<file path="src/rtl/approx_eight_bit_sequential_divider.sv">
// -----------------------------------------------------------------------------
// approx_eight_bit_sequential_divider
//
// Purpose:
//   Iterative restoring divider: a 16-bit unsigned dividend divided by an
//   8-bit unsigned divisor. It yields an 8-bit quotient and an 8-bit remainder.
//   The divider resolves one quotient bit per clock, so a division takes
//   8 iterations after the request is accepted.
//
//   Two cases are resolved in IDLE in the same cycle that start is sampled:
//     - Divide-by-zero: the divisor is zero.
//     - Quotient overflow: dividend[15:8] >= divisor, so the quotient does
//       not fit in 8 bits.
//
// Configuration macro:
//   APPROX_SUB_EN
//     Defined:   bits 0 and 1 of the 9-bit trial subtractor ignore borrow-in
//                in their borrow-out. This mirrors the approximate adder
//                cells of the companion multiplier.
//     Undefined: the subtractor is exact ripple-borrow, so the division is
//                bit-exact.
//
// Ports:
//   clk        in   1   rising-edge clock
//   rst        in   1   asynchronous active-high reset
//   start      in   1   request; sampled only while idle
//   dividend   in  16   unsigned dividend, sampled with start
//   divisor    in   8   unsigned divisor, sampled with start
//   busy       out  1   high while a division is iterating
//   done       out  1   one-cycle completion pulse
//   quotient   out  8   registered quotient
//   remainder  out  8   registered remainder
//   err        out  1   registered divide-by-zero / overflow flag
// -----------------------------------------------------------------------------
module approx_eight_bit_sequential_divider (
    input  logic        clk,
    input  logic        rst,
    input  logic        start,
    input  logic [15:0] dividend,
    input  logic [7:0]  divisor,
    output logic        busy,
    output logic        done,
    output logic [7:0]  quotient,
    output logic [7:0]  remainder,
    output logic        err
);

    typedef enum logic {
        S_IDLE = 1'b0,
        S_CALC = 1'b1
    } state_t;

    state_t      r_state;
    state_t      w_state_next;

    logic [8:0]  r_rem;
    logic [7:0]  r_quo;
    logic [7:0]  r_div;
    logic [2:0]  r_count;

    logic        w_div_zero;
    logic        w_overflow;
    logic        w_accept;
    logic        w_last_iter;

    logic [8:0]  w_trial;
    logic [8:0]  w_sub_b;
    logic [8:0]  w_diff;
    logic [8:0]  w_bin;
    logic [8:0]  w_bout;
    logic        w_no_borrow;
    logic [8:0]  w_rem_next;
    logic [7:0]  w_quo_next;

    assign w_div_zero  = (divisor == 8'd0);
    assign w_overflow  = (dividend[15:8] >= divisor);
    assign w_accept    = start && !w_div_zero && !w_overflow;
    assign w_last_iter = (r_count == 3'd7);

    // Shift the next dividend bit into the partial remainder, then try to subtract.
    assign w_trial = {r_rem[7:0], r_quo[7]};
    assign w_sub_b = {1'b0, r_div};
    assign w_bin   = {w_bout[7:0], 1'b0};

    genvar gi;
    generate
        for (gi = 0; gi < 9; gi++) begin : g_sub
            assign w_diff[gi] = w_trial[gi] ^ w_sub_b[gi] ^ w_bin[gi];
`ifdef APPROX_SUB_EN
            if (gi < 2) begin : g_approx
                // The borrow-in only affects the difference bit here, never the chain.
                assign w_bout[gi] = ~w_trial[gi] & w_sub_b[gi];
            end else begin : g_exact
                assign w_bout[gi] = (~w_trial[gi] & w_sub_b[gi])
                                  | (~(w_trial[gi] ^ w_sub_b[gi]) & w_bin[gi]);
            end
`else
            assign w_bout[gi] = (~w_trial[gi] & w_sub_b[gi])
                              | (~(w_trial[gi] ^ w_sub_b[gi]) & w_bin[gi]);
`endif
        end
    endgenerate

    // No final borrow means trial >= divisor: keep the difference and emit a 1.
    assign w_no_borrow = ~w_bout[8];
    assign w_rem_next  = w_no_borrow ? w_diff : w_trial;
    assign w_quo_next  = {r_quo[6:0], w_no_borrow};

    always_comb begin
        w_state_next = r_state;
        case (r_state)
            S_IDLE:  if (w_accept)    w_state_next = S_CALC;
            S_CALC:  if (w_last_iter) w_state_next = S_IDLE;
            default: w_state_next = S_IDLE;
        endcase
    end

    always_ff @(posedge clk or posedge rst) begin
        if (rst) begin
            r_state   <= S_IDLE;
            r_rem     <= 9'd0;
            r_quo     <= 8'd0;
            r_div     <= 8'd0;
            r_count   <= 3'd0;
            busy      <= 1'b0;
            done      <= 1'b0;
            quotient  <= 8'd0;
            remainder <= 8'd0;
            err       <= 1'b0;
        end else begin
            r_state <= w_state_next;
            done    <= 1'b0;
            case (r_state)
                S_IDLE: begin
                    if (start) begin
                        if (w_div_zero) begin
                            quotient  <= 8'hFF;
                            remainder <= dividend[7:0];
                            err       <= 1'b1;
                            done      <= 1'b1;
                        end else if (w_overflow) begin
                            quotient  <= 8'hFF;
                            remainder <= 8'hFF;
                            err       <= 1'b1;
                            done      <= 1'b1;
                        end else begin
                            r_rem   <= {1'b0, dividend[15:8]};
                            r_quo   <= dividend[7:0];
                            r_div   <= divisor;
                            r_count <= 3'd0;
                            err     <= 1'b0;
                            busy    <= 1'b1;
                        end
                    end
                end
                S_CALC: begin
                    r_rem   <= w_rem_next;
                    r_quo   <= w_quo_next;
                    r_count <= r_count + 3'd1;
                    if (w_last_iter) begin
                        quotient  <= w_quo_next;
                        remainder <= w_rem_next[7:0];
                        done      <= 1'b1;
                        busy      <= 1'b0;
                    end
                end
                default: ;
            endcase
        end
    end

endmodule

</file>
<file path="config.mk">
export PLATFORM = sky130hd
export DESIGN_NAME = approx_eight_bit_sequential_divider
export DESIGN_NICKNAME = d
export VERILOG_FILES = /design/src/rtl/approx_eight_bit_sequential_divider.sv
export SDC_FILE = /design/constraint.sdc
export NUM_CORES = 1
export LEC_CHECK = 0
export BUFFER_PORTS_ARGS = -buffer_cell sky130_fd_sc_hd__buf_2
export CAP_MARGIN = 20
export CORE_MARGIN = 5
export CORE_UTILIZATION = 56
export DETAILED_ROUTE_END_ITERATION = 10
export GPL_ROUTABILITY_DRIVEN = 1
export PLACE_DENSITY = 0.79
export SLEW_MARGIN = 20
export SYNTH_ARGS = -nofsm -noshare
export SYNTH_HDL_FRONTEND = slang
export SYNTH_SLANG_ARGS = --single-unit
export TNS_END_PERCENT = 10
</file>
<file path="constraint.sdc">
create_clock -name clk -period 5.8 [get_ports clk]
set_clock_uncertainty 0.15 [all_clocks]
set_input_delay 0.29 -clock clk [delete_from_list [all_inputs] [get_ports clk]]
set_output_delay 0.29 -clock clk [all_outputs]
set_load 0.02 [all_outputs]
</file>
# == After elaboration in Yosys (flattened, before gate mapping) ==
# Index checks and enable logic that the tools add are counted.
# op_classes
div_mod_pow,0
n_reduce_logical,10
order_cmp,1
shifts,0
multipliers,0
n_addsub,1
bitwise_logic,58
muxes,35
n_eq_ne,6
# op_table
op,n
$mux 8,14
$pmux 8 s2,4
$not 1->1,20
$and 1x1->1,16
$xor 1x1->1,15
$mux 1,10
$mux 3,3
$ge 8x8->1,1
$logic_not 8->1,1
$reduce_and 4->1,2
$or 1x1->1,7
$ne 2x2->1 const B,3
$pmux 1 s2,3
$pmux 3 s2,1
$reduce_and 3->1,2
$add 3x1->3 const B,1
$eq 3x3->1 const B,1
$ne 3x3->1 const B,1
$logic_and 1x1->1,2
$logic_not 1->1,2
$ne 2x1->1 const B,1
$reduce_and 2->1,1
# totals
ff_bits,47
rom_bits,0
out_inout_bits,19
memories,0
latchBits,0
mem_bits_rw,0
in_bits,27
elab_cells,121

# == Longest topological paths before layout ==
# Gate-level depths: netlist of run 1.
# logic_depth
word_depth,20
mapped_depth,15
mapped_depth_nobuf,14

# == Worst setup path before layout of run 1 ==
# No wires, ideal clock.
# synth_path
path_kind,flip-flop to flip-flop
startpoint,register r_quo[7]
endpoint,register remainder[6]
setup_time_ns,0.066
path_slack_ns,1.205
path_stages_with_launch,16
path_buffers,1
arrival_ns,4.380
cell_sequence,dfrtp_1 -> inv_1 -> ha_1 -> fa_1 -> fa_1 -> fa_1 -> fa_1 -> fa_1 -> fa_1 -> fa_1 -> nand2b_1 -> clkbuf_1 -> mux2_2 -> a221oi_1 -> o31a_1 -> a31o_1
# synth_between
elab_chain_len,20
# synth_rtl
element,line,text
start: declaration,57,logic [7:0] r_quo;
start signal: assignment,148,r_quo <= dividend[7:0];
start signal: assignment,158,r_quo <= w_quo_next;
$not 1->1 (*),98,assign w_bout[gi] = (~w_trial[gi] & w_sub_b[gi])
$and 1x1->1 (*),98,
$and 1x1->1 (*),99,| (~(w_trial[gi] ^ w_sub_b[gi]) & w_bin[gi]);
$or 1x1->1 (*),99,
$and 1x1->1 (*),99,
$or 1x1->1 (*),99,
$and 1x1->1 (*),99,
$or 1x1->1 (*),99,
[4 not listed],-,
$and 1x1->1,99,
$or 1x1->1,99,
$and 1x1->1,99,
$or 1x1->1,99,
$and 1x1->1,99,
$mux 8 (*),106,assign w_rem_next = w_no_borrow ? w_diff : w_trial;
$mux 8 (*),160,if (w_last_iter) begin
$pmux 8 s2 (*),133,case (r_state)
end signal: assignment,138,remainder <= dividend[7:0];
end signal: assignment,162,remainder <= w_rem_next[7:0];
end: declaration,44,"output logic [7:0] remainder,"
# Every way passes the cells marked *; elsewhere a longest branch is shown, timed or not. The select of a mux whose other input is x is not followed.
# A chain may end at the register's enable or synchronous reset.

# == Worst setup path in the final report of run 1 ==
# Same ends and word-level chain as after synthesis.

==> flow_summary_export.csv, run 1 <==
group,metric,value,unit
run_status,status,"finished with violations",
run_status,violations,"negative hold slack",
flow_run,cap_viol_max_count,0,
power_and_ir_drop,power_density,576,mW/mm^2
global_routing,grt_max_degree,48,
timing,rsz0062_at_grt,"false",
placement,io_buffers,45,
critical_path,crit_family,"adder cells",
route,routedWlPerCell,16.9,um
critical_path,path_common_cell,"fa_1",
critical_path,end_kind,"flip-flop",
logic_synthesis,synth_edf_count,0,
placement,dpl_worst_slack,0.845,ns
cells_and_area,syn2layout_area_growth,12.9,%
route,num_vias,2041,
cells_and_area,layout-drive-gt1-share,24.1,%
logic_synthesis,synth.distinct_cells,42,
timing,slew_viol_final,0,
timing,tightest_slew,0.795,ns
hold_path,min_path_type,"input pin to asynchronous set/reset pin",
logic_synthesis,yosysWarnings,0,
cells_and_area,diodes,0,
power_and_ir_drop,share_seq_of_total_power,34.8,%
timing,final.setup.worst_slack,0.811,ns
route,post_drt_via_cell_ratio,5.90,
timing,relSlewSlack,46.9,%
logic_synthesis,yosys-top-cells-area,"dfrtp_1 (45%), fa_1 (5.4%), ha_1 (5.3%)",
floorplan,start_util,58.6,%
timing,fin_crit,4.99,ns
clocking,cts_resized,0,
critical_path,arrival,5.09,ns
clocking,clock-root-buffer,"clkbuf_8",
clocking,htreeDepth,2,
cells_and_area,nets,338,
global_routing,antenna_found_initial,0,
power_and_ir_drop,power.share.combinational,53.1,%
clocking,clock_sinks,47,
global_routing,first_global_vias,2022,
power_and_ir_drop,ir_drop,0.376,mV
critical_path,crit_required,5.90,ns
critical_path,critPathLaunchType,"flip-flop",
clocking,path_clk_slew,0.09,ns
critical_path,criticalPathCategory,"flip-flop to flip-flop",
critical_path,cp-startpoint,"r_quo[7]$_DFFE_PP0P_",
global_routing,gr-total-overflow,0,
clocking,cts_tree,"yes",
power_and_ir_drop,p_int,0.955,mW
timing,finalCritPeriodShare,86.0,%
critical_path,rr_startpoint,"r_quo[7]$_DFFE_PP0P_",
route,postRouteAntennaNets,0,
logic_synthesis,syn_nets,297,
clocking,postCtsSetupBuffers,0,
critical_path,path_buf_inv,1,
logic_synthesis,async_flop_share,100,%
logic_synthesis,synth-main-ff-cell,"dfrtp_1",
route,wirelength,5.85,mm
critical_path,crit_chain,"inv_1, ha_1, fa_1, fa_1, fa_1, fa_1, fa_1, fa_1, fa_1, nand2b_1, mux2_2, a221oi_1, o31a_1, a31o_1",
route,drt_iter0_drc,184,
power_and_ir_drop,switching_share,43.7,%
logic_synthesis,netlist.top_cell.by_area,"dfrtp_1",
placement,gp_congestion,0.861,
critical_path,critPathMaxStageDelay,0.48,ns
power_and_ir_drop,power.leakage,1.34,nW
floorplan,num_rows,24,
logic_synthesis,syn-cell-area,0.00261,sq mm
timing,max_freq,0.200,GHz
floorplan,die_x,78.2,um
logic_synthesis,synth_seq_cells,47,
logic_synthesis,synth.avg_cell_area,10.3,sq um
critical_path,worstPathMaxFanout,18,
power_and_ir_drop,clkPwrFrac,12.1,%
floorplan,die_area,0.00612,sq mm
global_routing,grt_pass1_wl,9.75,mm
logic_synthesis,netlist_instances,252,
logic_synthesis,yosysSeqAreaShare,45.1,%
timing,whs,-0.0640,ns
route,drtPass1Iterations,4,
clocking,worstSkewPairLatency,0.31,ns
clocking,cts_hold_buf,0,
critical_path,slowest_stage,"nand2b_1",
logic_synthesis,synth_top_cell_area_share,45.1,%
timing,hold_viol_final,47,
floorplan,core-area,0.00444,sq mm
floorplan,ioPinCount,46,
clocking,cts_buffers,5,
timing,finalSetupTns,0,ns
power_and_ir_drop,power_switching,0.741,mW
placement,hpwlAfterDp,4.37,mm
route,drc,0,
floorplan,chipHeight,78.2,um
timing,setup_viol,0,
clocking,clockBufferDepth,2,
global_routing,grt_usage,20.3,%
worst paths after layout:
path                                                 end  slack (ns)  cells past startpoint
worst max-delay path            remainder[6]$_DFFE_PP0P_        0.81                     14
worst min-delay path              r_count[0]$_DFFE_PP0P_       -0.06                      2
worst max register to register  remainder[6]$_DFFE_PP0P_        0.81                     14
worst min register to register          busy$_DFFE_PP0P_        0.35                      1
max in group asynchronous           r_rem[4]$_DFFE_PP0P_        5.08                      2
min in group clk                    r_div[2]$_DFFE_PP0P_        0.07                      2
layout make-up:
cell class | instances | area (sq um)
Clock buffer | 5 | 68.8
Clock inverter | 3 | 18.8
Fill cell | 367 | 1500
Inverter | 28 | 106
Multi-Input combinational cell | 164 | 1270
Sequential cell | 47 | 1180
Tap cell | 52 | 65.1
Timing Repair Buffer | 47 | 240
Yosys cell counts (all sizes together), types with 2 or more instances:
cell	instances
a31oi	6
o32ai	7
o31ai	7
dfrtp	47
or4	2
a22oi	3
inv	27
a211oi	8
a21oi	17
fa	7
buf	3
a221oi	2
nand2	10
clkbuf	10
nor2	32
o22ai	2
mux2	10
nand2b	2
o31a	2
a221o	6
o21ai	6
ha	11
nor2b	7
nor3b	7
cells by family (layout without fill, tap and decap cells):
logic type | count (synthesis) | count (layout) | synth area share [%]
flops | 47 | 47 | 45.1
simple gates | 65 | 65 | 12.4
compound gates | 71 | 71 | 20.9
fa+ha+maj | 18 | 18 | 10.7
buf+inv | 41 | 83 | 6.53
mux | 10 | 10 | 4.32
power groups by stage:
stage / Combinational [mW] / Sequential, mW / Clock (mW)
global placement: 0.878 / 0.594 / 0
finish: 0.901 / 0.591 / 0.205
CTS: 0.908 / 0.592 / 0.208
global route: 1.00 / 0.614 / 0.220
floorplan: 0.647 / 0.621 / 0
detailed placement: 0.899 / 0.598 / 0
registers in the layout, indices dropped and copies added, names as in the netlist:
name / cells
quotient: 8
r_div: 8
r_quo: 8
r_rem: 8
remainder: 8
r_count: 3
busy: 1
done: 1
err: 1
r_state: 1
cells in the final DEF (no fill, tap or decap), types with 5 or more instances in the layout:
cell type / instances
fa_1: 7
nor2_1: 31
o31ai_2: 7
clkbuf_8: 5
nor2b_1: 7
ha_1: 11
dfrtp_1: 47
a211oi_1: 7
buf_2: 45
a31oi_1: 6
nand2_1: 9
o32ai_1: 7
a21oi_1: 17
mux2_1: 8
nor3b_1: 7
a221o_1: 6
inv_1: 26
layer usage:
layer | up-vias | routed length [um] | GRT usage [%]
met1 | 991 | 2550 | 26.8
met3 | 13 | 313 | 4.12
li1 | 977 | - | -
met2 | 60 | 2860 | 32.9
met4 | 0 | 127 | 8.22
met5 | - | 0 | 0
worst register-to-register path, delay by kind of cell, from the launching register on:
family / cells / cell delay (ns)
AO/OA/AOI/OAI: 3 / 0.51
multiplexers: 1 / 0.42
buffers and inverters: 1 / 0.06
adder cells (fa/ha/maj): 8 / 2.93
AND/OR/NAND/NOR: 1 / 0.48
flip-flops: 1 / 0.36
metrics by stage:
| stage | power (mW) | instance area [sq um] | hold WS [ns] | instances | utilization, % |
|---|---|---|---|---|---|
| finish | 1.70 | 2940 | -0.0640 | 346 | 66.2 |
| floorplan | 1.27 | 2610 | 0.275 | 252 | - |
| global placement | 1.47 | 2850 | 0.321 | 338 | 64.2 |
| global route | 1.83 | 2940 | 0.0133 | 346 | 66.2 |
| detailed placement | 1.50 | 2850 | 0.334 | 338 | 64.2 |
| CTS | 1.71 | 2940 | 0.0661 | 346 | 66.2 |
Power figures use the tool's default switching activity.
==> inputs of run 2 (changes only) <==
- CORE_UTILIZATION: 56 -> 45
- PLACE_DENSITY: 0.79 -> 0.65
==> run 2 against run 1 <==
Against the previous run:
- the flow still finishes with violations (negative hold slack)
- global-route usage down 2.9 points
- setup slack worse by 0.0079 ns
- flip-flop and latch count unchanged
- routed wire length up 4.7%
- sequential share of layout area down 0.78 points
- worst hold slack better by 0.020 ns
- total power up 3.3%
- highest routed layer unchanged
==> flow_summary_export.csv, run 2 (synthesis gave the netlist of run 1 again) <==
group,metric,value,unit
run_status,status,"finished with violations",
run_status,violations,"negative hold slack",
route,post_drt_via_cell_ratio,5.56,
floorplan,start_util,46.8,%
critical_path,criticalPathCategory,"flip-flop to flip-flop",
floorplan,num_rows,27,
timing,slew_viol_final,0,
critical_path,r2r_cells,14,
floorplan,core-area,0.00557,sq mm
clocking,cts_hold_buf,0,
clocking,path_clk_slew,0.10,ns
timing,setup_viol,0,
clocking,clock_sinks,47,
hold_path,min_path_type,"input pin to asynchronous set/reset pin",
placement,placed_cells,358,
floorplan,ioPinCount,46,
critical_path,crit_required,5.89,ns
route,wirelength,6.13,mm
route,routedWlPerCell,16.8,um
clocking,postCtsSetupBuffers,0,
timing,rsz0062_at_grt,"false",
route,postRouteAntennaNets,0,
cells_and_area,nets,338,
global_routing,grt_pass1_wl,10.2,mm
global_routing,grt_usage,17.4,%
global_routing,antenna_found_initial,0,
critical_path,end_kind,"flip-flop",
placement,hpwlAfterDp,4.47,mm
route,wl_met1,2.74,mm
critical_path,arrival,5.09,ns
route,drtPass1Iterations,4,
global_routing,grt_max_degree,48,
timing,finalCritPeriodShare,86.2,%
cells_and_area,syn2layout_area_growth,15.2,%
power_and_ir_drop,ir_drop,0.342,mV
clocking,cts_resized,0,
floorplan,chipHeight,86.1,um
placement,gp_congestion,0.791,
timing,relSlewSlack,45.7,%
floorplan,die_area,0.00741,sq mm
timing,whs,-0.0444,ns
placement,io_buffers,45,
cells_and_area,diodes,0,
global_routing,gr-total-overflow,0,
cells_and_area,layout-drive-gt1-share,24.1,%
power_and_ir_drop,power.leakage,1.35,nW
power_and_ir_drop,power_density,584,mW/mm^2
timing,fin_crit,5.00,ns
global_routing,first_global_vias,2064,
timing,max_freq,0.200,GHz
floorplan,die_x,86.1,um
critical_path,worstPathMaxFanout,18,
clocking,clock-root-buffer,"clkbuf_8",
timing,finalSetupTns,0,ns
critical_path,critPathLaunchType,"flip-flop",
route,num_vias,2036,
clocking,worstSkewPairLatency,0.30,ns
route,drc,0,
cells_and_area,final_cell_mix,"dfrtp_1 (47), buf_2 (45), nor2_1 (31), inv_1 (26), a21oi_1 (17)",
route,top_layer_used,"met4",
timing,hold_viol_final,47,
clocking,htreeDepth,2,
route,dr_wl_met3,303,um
route,routed-wl-met2,3.05,mm
clocking,cts_tree,"yes",
route,drt_iter0_drc,143,
flow_run,cap_viol_max_count,0,
cells_and_area,finalNonFillerCells,366,
cells_and_area,mostFrequentLayoutCell,"dfrtp_1",
clocking,clockBufferDepth,2,
clocking,cts_buffers,5,
timing,tightest_slew,0.814,ns
-- run 2: cell count changes in the layout (fill, tap and decap cells not counted) --
cell | previous run | this run
clkinv_2 | 3 | 1
bufinv_16 | 0 | 1
clkbuf_8 | 5 | 6
-- run 2: per-stage QoR --
stage | area, sq um | setup WS (ns) | power (mW) | utilization [%]
finish | 3000 | 0.803 | 1.75 | 53.8
global route | 3000 | 0.599 | 1.89 | 53.8
CTS | 3000 | 0.800 | 1.76 | 53.8
detailed placement | 2880 | 0.870 | 1.50 | 51.6
global placement | 2880 | 0.962 | 1.48 | 51.6
floorplan | 2610 | 1.20 | 1.27 | -
-- run 2: worst paths after layout --
check / startpoint / to / slack, ns
worst max-delay path: r_quo[7]$_DFFE_PP0P_ / remainder[6]$_DFFE_PP0P_ / 0.80
worst min register to register: busy$_DFFE_PP0P_ / busy$_DFFE_PP0P_ / 0.35
max in group asynchronous: rst / r_rem[4]$_DFFE_PP0P_ / 5.05
min in group clk: divisor[3] / r_div[3]$_DFFE_PP0P_ / 0.08
worst min-delay path: rst / err$_DFFE_PP0P_ / -0.04
worst max register to register: r_quo[7]$_DFFE_PP0P_ / remainder[6]$_DFFE_PP0P_ / 0.80
-- run 2: area by class of cell --
type | instances | area, sq um
clock buffers | 6 | 82.6
clock inverters | 2 | 38.8
multi-input cells | 164 | 1270
inverters | 28 | 106
fillers | 512 | 2570
flip-flops and latches | 47 | 1180
well taps | 72 | 90.1
repair buffers | 47 | 240
-- run 2: where the power goes --
group / switching, mW / internal [mW]
registers: 0.0983 / 0.482
logic: 0.524 / 0.388
clock network: 0.119 / 0.142
total: 0.741 / 1.01
-- run 2: critical path: stages, from the launching register on --
cell	delay [ns]
dfrtp_1	0.36
inv_1	0.06
ha_1	0.21
fa_1	0.38
fa_1	0.39
fa_1	0.39
fa_1	0.39
fa_1	0.40
fa_1	0.41
fa_1	0.39
nand2b_1	0.47
mux2_2	0.42
a221oi_1	0.24
o31a_1	0.18
a31o_1	0.09
-- run 2: routing by layer --
| metal | vias up | GRT usage [%] |
|---|---|---|
| met5 | - | 0 |
| met4 | 0 | 4.03 |
| met3 | 6 | 3.65 |
| met2 | 51 | 29.4 |
| met1 | 1007 | 22.8 |
| li1 | 972 | - |
==> inputs of run 3 (changes only) <==
- CORE_ASPECT_RATIO: unset -> 0.8
- GPL_TIMING_DRIVEN: unset -> 0
==> run 3 against run 2 <==
Against the previous run:
- the flow now finishes without violations
- sequential share of layout area shrank 0.60 points
- count of clock-buffer cells in the layout decreased by 1
- first-iteration DRC count down 5.6%
- via count rose by 2.9%
- setup slack worse by 0.24 ns
- sequential power hardly changed
- routed wire length increased by 6.4%
- total power fell by 1.5%
- worst hold slack gained 0.12 ns
- final area increased by 1.5%
==> flow_summary_export.csv, run 3 (synthesis gave the netlist of run 1 again) <==
group,metric,value,unit
run_status,status,"completed",
power_and_ir_drop,power.leakage,1.36,nW
timing,rsz0062_at_grt,"false",
timing,fin_crit,5.23,ns
route,num_vias,2095,
clocking,clock_sinks,47,
power_and_ir_drop,power_density,566,mW/mm^2
critical_path,arrival,5.26,ns
route,routedWlPerCell,17.0,um
clocking,path_clk_slew,0.09,ns
timing,max_freq,0.191,GHz
power_and_ir_drop,p_int,0.962,mW
timing,relSlewSlack,53.3,%
power_and_ir_drop,clkPwrFrac,11.8,%
cells_and_area,final_cell_mix,"dfrtp_1 (47), buf_2 (46), nor2_1 (31), inv_1 (26), a21oi_1 (17)",
global_routing,gr-total-overflow,0,
floorplan,chipHeight,78.1,um
clocking,worstSkewPairLatency,0.31,ns
cells_and_area,layout-drive-gt1-share,23.8,%
hold_path,min_path_type,"input pin to flip-flop",
global_routing,grt_max_degree,34,
timing,tightest_slew,0.700,ns
clocking,clockBufferDepth,2,
floorplan,start_util,47.2,%
cells_and_area,regArea,0.00118,sq mm
route,drc,0,
placement,io_buffers,45,
cells_and_area,nets,351,
floorplan,die_area,0.00742,sq mm
global_routing,first_global_vias,2175,
critical_path,crit_required,5.83,ns
power_and_ir_drop,totalPowerFinal,1.73,mW
timing,setup_viol,0,
flow_run,cap_viol_max_count,0,
route,postRouteAntennaNets,0,
timing,slew_viol_final,0,
clocking,htreeDepth,2,
floorplan,num_rows,24,
route,wirelength,6.53,mm
power_and_ir_drop,ir_drop,0.306,mV
global_routing,antenna_found_initial,0,
floorplan,core-area,0.00553,sq mm
global_routing,grt_pass1_wl,10.8,mm
floorplan,die_x,95.1,um
global_routing,grt_usage,19.0,%
power_and_ir_drop,power_switching,0.764,mW
route,drt_iter0_drc,135,
clocking,cts_tree,"yes",
power_and_ir_drop,switching_share,44.2,%
route,drtPass1Iterations,4,
critical_path,critPathLaunchType,"flip-flop",
critical_path,end_kind,"flip-flop",
power_and_ir_drop,power.share.combinational,54.7,%
timing,finalCritPeriodShare,90.3,%
cells_and_area,syn2layout_area_growth,16.9,%
cells_and_area,diodes,0,
route,post_drt_via_cell_ratio,5.44,
cells_and_area,mostFrequentLayoutCell,"dfrtp_1",
timing,finalSetupTns,0,ns
clocking,clock-root-buffer,"clkbuf_8",
clocking,cts_buffers,5,
cells_and_area,multi_input_area,0.00126,sq mm
floorplan,ioPinCount,46,
cells_and_area,n_fill_cell,525,
placement,hpwlAfterDp,4.93,mm
critical_path,criticalPathCategory,"flip-flop to flip-flop",
placement,gp_congestion,0.792,
critical_path,worstPathMaxFanout,10,
timing,hold_viol_final,0,
power_and_ir_drop,share_seq_of_total_power,33.5,%
run 3: worst paths after layout:
check	start	to	slack [ns]	depth (start not counted)
max in group asynchronous	rst	r_rem[3]$_DFFE_PP0P_	4.68	4
worst min register to register	busy$_DFFE_PP0P_	busy$_DFFE_PP0P_	0.35	1
min in group asynchronous	rst	r_count[0]$_DFFE_PP0P_	0.33	3
worst min-delay path	divisor[6]	r_div[6]$_DFFE_PP0P_	0.08	2
worst max-delay path	r_quo[7]$_DFFE_PP0P_	remainder[4]$_DFFE_PP0P_	0.57	15
worst max register to register	r_quo[7]$_DFFE_PP0P_	remainder[4]$_DFFE_PP0P_	0.57	15
run 3: cell type report:
cell class	count	area share, %
inverters	28	3.45
plain buffers	13	2.13
well taps	78	3.20
clock inverters	3	0.657
flip-flops and latches	47	38.6
repair buffers	47	8.37
multi-input cells	164	41.3
clock buffers	5	2.26
run 3: stage by stage:
stage	util [%]	hold slack [ns]	cells	setup slack [ns]	area, sq um
after floorplan	-	0.275	252	1.20	2610
after global placement	53.0	0.326	375	0.621	2930
after detailed placement	53.4	0.120	376	0.617	2950
after CTS	55.2	0.0702	385	0.581	3050
after global routing	55.2	0.0770	385	0.317	3050
final	55.2	0.0779	385	0.565	3050
run 3: what timing repair did:
action	4_1_cts	5_1_grt
resized for setup	0	0
endpoints found under the hold margin	14	0
hold buffers	1	0
setup buffers	0	0
run 3: routing by layer:
layer	vias up	share of wire, %	track usage (%)	routed length [um]
li1	1003	-	-	-
met4	0	3.0	7.93	194
met1	1016	49	28.7	3220
met3	17	4.6	3.82	300
met5	-	0	0	0
met2	59	43	26.5	2820
run 3: worst max-delay path: stages, from the launching register on:
cell and delay (ns):
dfrtp_1 0.35, inv_1 0.06, ha_1 0.21, fa_1 0.38, fa_1 0.39, fa_1 0.40
fa_1 0.39, fa_1 0.40, fa_1 0.39, fa_1 0.40, nand2b_1 0.08, clkbuf_1 0.36
clkbuf_1 0.49, a211oi_1 0.25, o32ai_1 0.33, a21oi_1 0.07
run 3: power by group through the flow:
stage | Sequential, mW | Combinational [mW] | Clock, mW
floorplan | 0.621 | 0.647 | 0
finish | 0.578 | 0.943 | 0.204
global placement | 0.581 | 0.921 | 0
CTS | 0.578 | 0.945 | 0.207
detailed placement | 0.584 | 0.940 | 0
global route | 0.597 | 1.05 | 0.221
